$ cat src/rtl/tcm_stream_loader.sv
// tcm_stream_loader: packs a byte stream into little-endian words and writes them to one TCM port.
// Optional byte checksum on sum_o when LOADER_CHECKSUM_EN is defined.
module tcm_stream_loader #(
  parameter int DATA_WIDTH = 32,
  parameter int N_ENTRIES  = 1024,
  parameter int LEN_WIDTH  = 16,
  localparam int AW = $clog2(N_ENTRIES),
  localparam int NB = DATA_WIDTH / 8
) (
  input  logic                  clk_i,
  input  logic                  rst_i,
  input  logic                  start_i,
  input  logic [AW-1:0]         base_addr_i,
  input  logic [LEN_WIDTH-1:0]  len_i,
  input  logic [7:0]            byte_i,
  input  logic                  byte_valid_i,
  output logic                  byte_ready_o,
  output logic                  busy_o,
  output logic                  done_o,
  output logic                  en_o,
  output logic                  we_o,
  output logic [NB-1:0]         be_o,
  output logic [AW-1:0]         addr_o,
  output logic [DATA_WIDTH-1:0] data_o,
  output logic [31:0]           sum_o
);
  localparam int LW = NB > 1 ? $clog2(NB) : 1;
  typedef enum logic [1:0] {IDLE, FILL, WRITE, DONE} state_t;
  state_t                 state_q;
  logic [AW-1:0]          addr_q;
  logic [LEN_WIDTH-1:0]   rem_q;
  logic [LW-1:0]          lane_q;
  logic [NB-1:0]          be_q;
  logic [DATA_WIDTH-1:0]  data_q;
  logic                   busy_q, done_q, wr_q;
  logic                   last_byte;
  assign last_byte = lane_q == LW'(NB - 1) || rem_q == LEN_WIDTH'(1);
  always_ff @(posedge clk_i) begin
    if (rst_i) begin
      state_q <= IDLE;
      addr_q  <= '0;
      rem_q   <= '0;
      lane_q  <= '0;
      be_q    <= '0;
      data_q  <= '0;
      busy_q  <= 1'b0;
      done_q  <= 1'b0;
      wr_q    <= 1'b0;
    end else begin
      done_q <= 1'b0;
      wr_q   <= 1'b0;
      case (state_q)
        IDLE: if (start_i) begin
          addr_q  <= base_addr_i;
          rem_q   <= len_i;
          lane_q  <= '0;
          be_q    <= '0;
          data_q  <= '0;
          busy_q  <= 1'b1;
          done_q  <= len_i == '0;
          state_q <= len_i == '0 ? DONE : FILL;
        end
        FILL: if (byte_valid_i) begin
          data_q[8*lane_q +: 8] <= byte_i;
          be_q[lane_q]          <= 1'b1;
          lane_q                <= lane_q + LW'(1);
          rem_q                 <= rem_q - LEN_WIDTH'(1);
          wr_q                  <= last_byte;
          state_q               <= last_byte ? WRITE : FILL;
        end
        WRITE: begin
          lane_q  <= '0;
          be_q    <= '0;
          data_q  <= '0;
          addr_q  <= addr_q == AW'(N_ENTRIES - 1) ? '0 : addr_q + AW'(1);
          done_q  <= rem_q == '0;
          state_q <= rem_q == '0 ? DONE : FILL;
        end
        default: begin
          busy_q  <= 1'b0;
          state_q <= IDLE;
        end
      endcase
    end
  end
  assign byte_ready_o = state_q == FILL;
  assign busy_o       = busy_q;
  assign done_o       = done_q;
  assign en_o         = wr_q;
  assign we_o         = wr_q;
  assign be_o         = be_q;
  assign addr_o       = addr_q;
  assign data_o       = data_q;
`ifdef LOADER_CHECKSUM_EN
  logic [31:0] sum_q;
  always_ff @(posedge clk_i) begin
    if (rst_i) sum_q <= '0;
    else if (state_q == IDLE && start_i) sum_q <= '0;
    else if (state_q == FILL && byte_valid_i) sum_q <= sum_q + {24'b0, byte_i};
  end
  assign sum_o = sum_q;
`else
  assign sum_o = '0;
`endif
endmodule

$ cat config.mk
export PLATFORM = sky130hd
export DESIGN_NAME = tcm_stream_loader
export DESIGN_NICKNAME = d
export VERILOG_FILES = /design/src/rtl/tcm_stream_loader.sv
export SDC_FILE = /design/constraint.sdc
export NUM_CORES = 1
export LEC_CHECK = 0
export ABC_AREA = 1
export BUFFER_PORTS_ARGS = -buffer_cell sky130_fd_sc_hd__buf_2
export CORE_AREA = 3 3 92 94
export CTS_BUF_LIST = sky130_fd_sc_hd__clkbuf_8
export DETAILED_ROUTE_END_ITERATION = 10
export DIE_AREA = 0 0 95 97
export HOLD_SLACK_MARGIN = 0.02
export PLACE_DENSITY = 0.89
export SYNTH_ARGS = -nofsm -noshare
export SYNTH_HDL_FRONTEND = slang
export SYNTH_SLANG_ARGS = --single-unit
export TNS_END_PERCENT = 1
$ cat constraint.sdc
create_clock -name clk_i -period 2.58 [get_ports clk_i]
set_input_delay 0.129 -clock clk_i [delete_from_list [all_inputs] [get_ports clk_i]]
set_output_delay 0.129 -clock clk_i [all_outputs]
set_load 0.01 [all_outputs]
### Yosys cells after proc, flatten, opt, wreduce, memory -nomap -nowiden

Cells that the tools add are included.

| storage, ports and cells | value |
|---|---|
| bits in registers | 69 |
| input port bits | 38 |
| output and inout bits | 83 |

| cells by class | value |
|---|---|
| equal/unequal tests | 7 |
| bitwise operators | 4 |
| add/subtract/negate cells | 4 |
| muxes and demuxes | 28 |
| magnitude comparators | 2 |
| shifts and indexed selects | 2 |
| reductions and logical operators | 15 |

Operators with widths:

| cell | count |
|---|---|
| $pmux W32 S3 | 1 |
| $mux W32 | 2 |
| $neg A5 Y34 | 1 |
| $shift A8 B34 Y32 const A | 1 |
| $shiftx A8 B34 Y32 | 1 |
| $bwmux W32 | 1 |
| $logic_not A16 Y1 | 2 |
| $mux W16 | 2 |
| $pmux W16 S2 | 1 |
| $mux W10 | 2 |
| $pmux W10 S2 | 1 |
| $eq A16 B1 Y1 const B | 1 |
| $sub A16 B1 Y16 const B | 1 |
| $mux W2 | 7 |
| $pmux W2 S3 | 2 |
| $pmux W4 S3 | 1 |
| $add A10 B1 Y10 const B | 1 |
| $eq A10 B10 Y1 const B | 1 |
| $mux W4 | 2 |
| $reduce_and A2 Y1 | 3 |
| $reduce_and A3 Y1 | 2 |
| $eq A2 B2 Y1 const B | 2 |
| $ne A2 B2 Y1 const B | 2 |
| $or A4 B4 Y4 | 1 |
| 15 further kinds | 21 |

### Depth between registers and ports, before layout

| depth | value |
|---|---|
| word-level depth | 7 |
| gate-level depth with buffers | 11 |

### Worst setup path before layout

No wires, ideal clock.

| timing | value |
|---|---|
| path type | flip-flop to flip-flop |
| start | register state_q[1] |
| end | register rem_q[10] |
| required time | 2.448 ns |
| arrival | 1.484 ns |
| library setup time | 0.132 ns |
| path buffers | 2 |
| cell stages (with the launch flop) | 9 |
| slack | 0.963 ns |
| cell sequence | dfxtp_1 inv_1 ha_1 buf_6 inv_1 buf_2 o21ai_0 o21ai_0 a21oi_1 |

| on the way | value |
|---|---|
| longest elaborated chain between the ends | 3 |
| elaborated cells on any way between the ends | 7 |
| classes of those cells | eq/ne (3); mux (1); reduce/logical (3) |

RTL lines:

| what | line | source |
|---|---|---|
| from (decl) | 29 | `state_t state_q;` |
| from (signal assigned) | 61 | `state_q <= len_i == '0 ? DONE : FILL;` |
| from (signal assigned) | 69 | `state_q <= last_byte ? WRITE : FILL;` |
| from (signal assigned) | 77 | `state_q <= rem_q == '0 ? DONE : FILL;` |
| $eq A2 B1 Y1 (*) | - |  |
| named net byte_ready_o | 17 | `output logic byte_ready_o,` |
| $ne A2 B2 Y1 (no source line) / $reduce_bool A2 Y1 (equally long branches) | - |  |
| $reduce_and A3 Y1 (no source line) | - |  |
| to (signal assigned) | 55 | `rem_q <= len_i;` |
| to (signal assigned) | 67 | `rem_q <= rem_q - LEN_WIDTH'(1);` |
| to (decl) | 31 | `logic [LEN_WIDTH-1:0] rem_q;` |

The timed path passes the listed nets; every way through them passes the cells marked *.
A chain may end at the register's enable or synchronous reset.

### Worst setup path after layout

| timing | value |
|---|---|
| start | register lane_q[0] |
| end | register data_q[18] (netlist: data_o[18]) |

| on the way | value |
|---|---|
| longest elaborated chain between the ends | 5 |
| elaborated cells on any way between the ends | 6 |
| classes of those cells | add/sub (1); shift (2); mux (3) |

RTL lines:

| what | line | source |
|---|---|---|
| from (decl) | 32 | `logic [LW-1:0] lane_q;` |
| from (signal assigned) | 66 | `lane_q <= lane_q + LW'(1);` |
| $neg A5 Y34 (*) | 64 | `data_q[8*lane_q +: 8] <= byte_i;` |
| $shiftx A8 B34 Y32 / $shift A8 B34 Y32 (equally long branches) | 64 |  |
| $bwmux W32 (*) | 64 |  |
| $mux W32 (*) | 63 | `FILL: if (byte_valid_i) begin` |
| $pmux W32 S3 (*) | 52 | `case (state_q)` |
| to (signal, indexed assignment) | 64 |  |
| to (decl) | 34 | `logic [DATA_WIDTH-1:0] data_q;` |

Mark *: on every way between the ends. The rest lies on a longest branch, timed or not. The select of a mux whose other input is x is not followed.

==> impl_metrics.json <==
{
  "status": "finished clean",
  "start_util_pct": 49.98,
  "insertedDiodeCount": 0,
  "cts_root_buf": "clkbuf_8",
  "rsz0062_at_grt": "false",
  "cts_tree": "done",
  "cts_resized": 0,
  "htreeDepth": 3,
  "cp-end-kind": "flop",
  "period_needed_ps": 2212,
  "clk_latency_ps": 360,
  "p_int_mw": 1.991,
  "powerDensity_nw_per_um2": 761.0,
  "cts.path.max_buffers": 2,
  "grt_max_degree": 47,
  "wl_per_cell_um": 13.13,
  "cp-endpoint": "data_o[18]",
  "via_count": 3959,
  "portBuffers": 88,
  "critPathLaunch": "lane_q[0]",
  "clkTransAtPathRegs_ps": 90,
  "most-common-layout-cells": "105 x nand2_1, 88 x buf_2, 81 x a21oi_1",
  "clkPwrFrac_pct": 25.3,
  "cp_max_fo": 13,
  "p_leak_nw": 2.064,
  "timing.rr.start": "lane_q[0]",
  "ys_seq_elements": 69,
  "avgSynthCellArea_um2": 6.947,
  "drtPass1Iterations": 5,
  "hold_path.class": "input port to flop",
  "synth_flop_cell": "dfxtp_1",
  "nets": 686,
  "ir_worst_vdd_mv": 0.3944,
  "synth_area_um2": 3862,
  "hold_buffers": 0,
  "fp.coreArea_um2": 7727,
  "cp.arrival_ps": 2510,
  "die-area_um2": 9215,
  "io_pins": 121,
  "setup_tns_ps": 0,
  "async_reset_ff_share_pct": 0,
  "drcViolationCount": 0,
  "drive_above_1_share_pct": 19.47,
  "synth-edff-count": 0,
  "worst-setup-path-type": "flop to flop",
  "netSwitchingFraction_pct": 40.53,
  "dp_hpwl_um": 7057,
  "finalWeightedCongestion": 0.9300,
  "yosys.area.top_type": "dfxtp_1",
  "first_global_vias": 3577,
  "yosys.area.top_type_share_pct": 35.76,
  "r2r_end": "data_o[18]",
  "grt_usage_pct": 21.00,
  "clock.fmax_ghz": 0.4521,
  "area_delta_synth_final_pct": 13.93,
  "switchingPower_mw": 1.357,
  "final_common_cell": "nand2_1",
  "cts_num_sinks": 69,
  "fp.dieH_um": 97,
  "crit_slowest_cell": "dfxtp_1",
  "postRouteAntennaNets": 0,
  "relSlewSlack_pct": 56.83,
  "seqPwrFrac_pct": 40.8,
  "antenna_found_initial": 0,
  "hold_ws_ps": 47.93,
  "yosysSeqAreaShare_pct": 35.76,
  "drtIter0Drc": 198,
  "worstHoldStart": "byte_i[3]",
  "p_total_mw": 3.349,
  "max-cap-violations": 0,
  "cp_common_cell": "nand2_1",
  "reg2reg_slack_ps": 370,
  "clock-skew-final_ps": 13.46,
  "row_count": 32,
  "die_w_um": 95,
  "drt-total-wl_um": 9767,
  "yosysUniqueCellTypes": 37,
  "power_frac_comb_pct": 33.9,
  "fin_util_pct": 56.95,
  "worst_r2r_path_depth": 6,
  "maxSlewViolCount": 0,
  "syn_inst": 556,
  "path_cells": "inv_1 > ha_1 > nand2_1 > nor2_1 > nand2_1 > a21oi_1",
  "setup_violations": 0,
  "ys_warn_count": 0,
  "ys_top_cells_by_area": "dfxtp_1 36%, a21oi_1 10%, nand2_1 10%",
  "viasPerCell": 5.321,
  "cp-start-kind": "flop",
  "postCtsSetupRepairBufs": 0,
  "worst_pin_slew_ps": 645.6,
  "cpPeakStageDelay_ps": 590,
  "finalHoldViolCount": 0,
  "cts_buffers": 9,
  "grt-ovfl-total": 0,
  "cp.required_ps": 2870,
  "grt_pass1_wl_um": 15980,
  "fin_crit_sh_pct": 85.73
}
state kept, by name, summed over array words and instances (netlist names):
name	cells
data_o	32
rem_q	16
addr_o	10
be_o	4
lane_q	2
state_q	2
busy_o	1
done_o	1
en_o	1
cell usage after synthesis (2+ instances only):
| cell | count |
|---|---|
| dfxtp_1 | 69 |
| a21oi_1 | 81 |
| a211oi_1 | 3 |
| nand2_1 | 105 |
| nand2_4 | 5 |
| o21ai_0 | 60 |
| nand3_1 | 24 |
| inv_1 | 38 |
| buf_6 | 4 |
| o21ai_1 | 8 |
| nand2_2 | 2 |
| xnor2_1 | 2 |
| buf_2 | 8 |
| ha_1 | 11 |
| clkbuf_1 | 7 |
| nor3_1 | 6 |
| nor2_1 | 64 |
| buf_4 | 34 |
| nand4_1 | 7 |
cells by family after synthesis:
group	synth area share, %
AND/OR/NAND/NOR	24.81
AO/OA/AOI/OAI	21.70
buffers and inverters	13.38
flip-flops	35.76
adder cells (fa/ha/maj)	3.563
XOR/XNOR	0.6804
other	0.09709
power groups by stage:
stage	Clock, mW	Combinational (mW)	Sequential, mW
finish	0.847	1.14	1.37
global route	0.902	1.28	1.39
CTS	0.862	1.12	1.36
detailed placement	0	1.12	1.38
global placement	0	1.09	1.38
floorplan	0	0.818	1.41
per-stage QoR:
step / instances / instance area [um^2] / worst slack, ps
4_1_cts: 744 / 4400 / 434.1
2_1_floorplan: 587 / 3979 / 963.3
3_5_place_dp: 728 / 4214 / 455.4
5_1_grt: 744 / 4400 / 174.7
6_report: 744 / 4400 / 368.2
3_3_place_gp: 728 / 4214 / 525.3
critical path, delay by kind of cell, from the launching register on:
family	cells	cell delay (ps)
adders and majority gates	1	530
AOI/OAI and AO/OA	1	160
DFF	1	590
and+or+nand+nor	3	680
buffers and inverters	1	180
metal layers:
metal | track usage (%) | share of wire [%]
met1 | 27.26 | 43
met2 | 34.22 | 47
met3 | 5.288 | 8.9
met4 | 5.882 | 0.92
met5 | 0 | 0
area by class of cell:
type | count | area, um^2
clock buffer | 9 | 123.9
clock inverter | 7 | 62.56
fill | 730 | 3327
inverter | 39 | 146.4
multi-input combinational | 425 | 2081
sequential | 69 | 1381
tap | 102 | 127.6
timing repair buffer | 93 | 478.0
how the worst min path moves through the flow:
stage / end / slack [ps] / depth (start not counted)
finish: data_o[19] / 50 / 3
global route: data_o[21] / 50 / 3
CTS: data_o[19] / 40 / 3
detailed placement: data_o[18] / 430 / 3
global placement: data_o[17] / 420 / 3
floorplan: data_o[16] / 280 / 2
No activity file was read; power rests on OpenSTA's default activity.
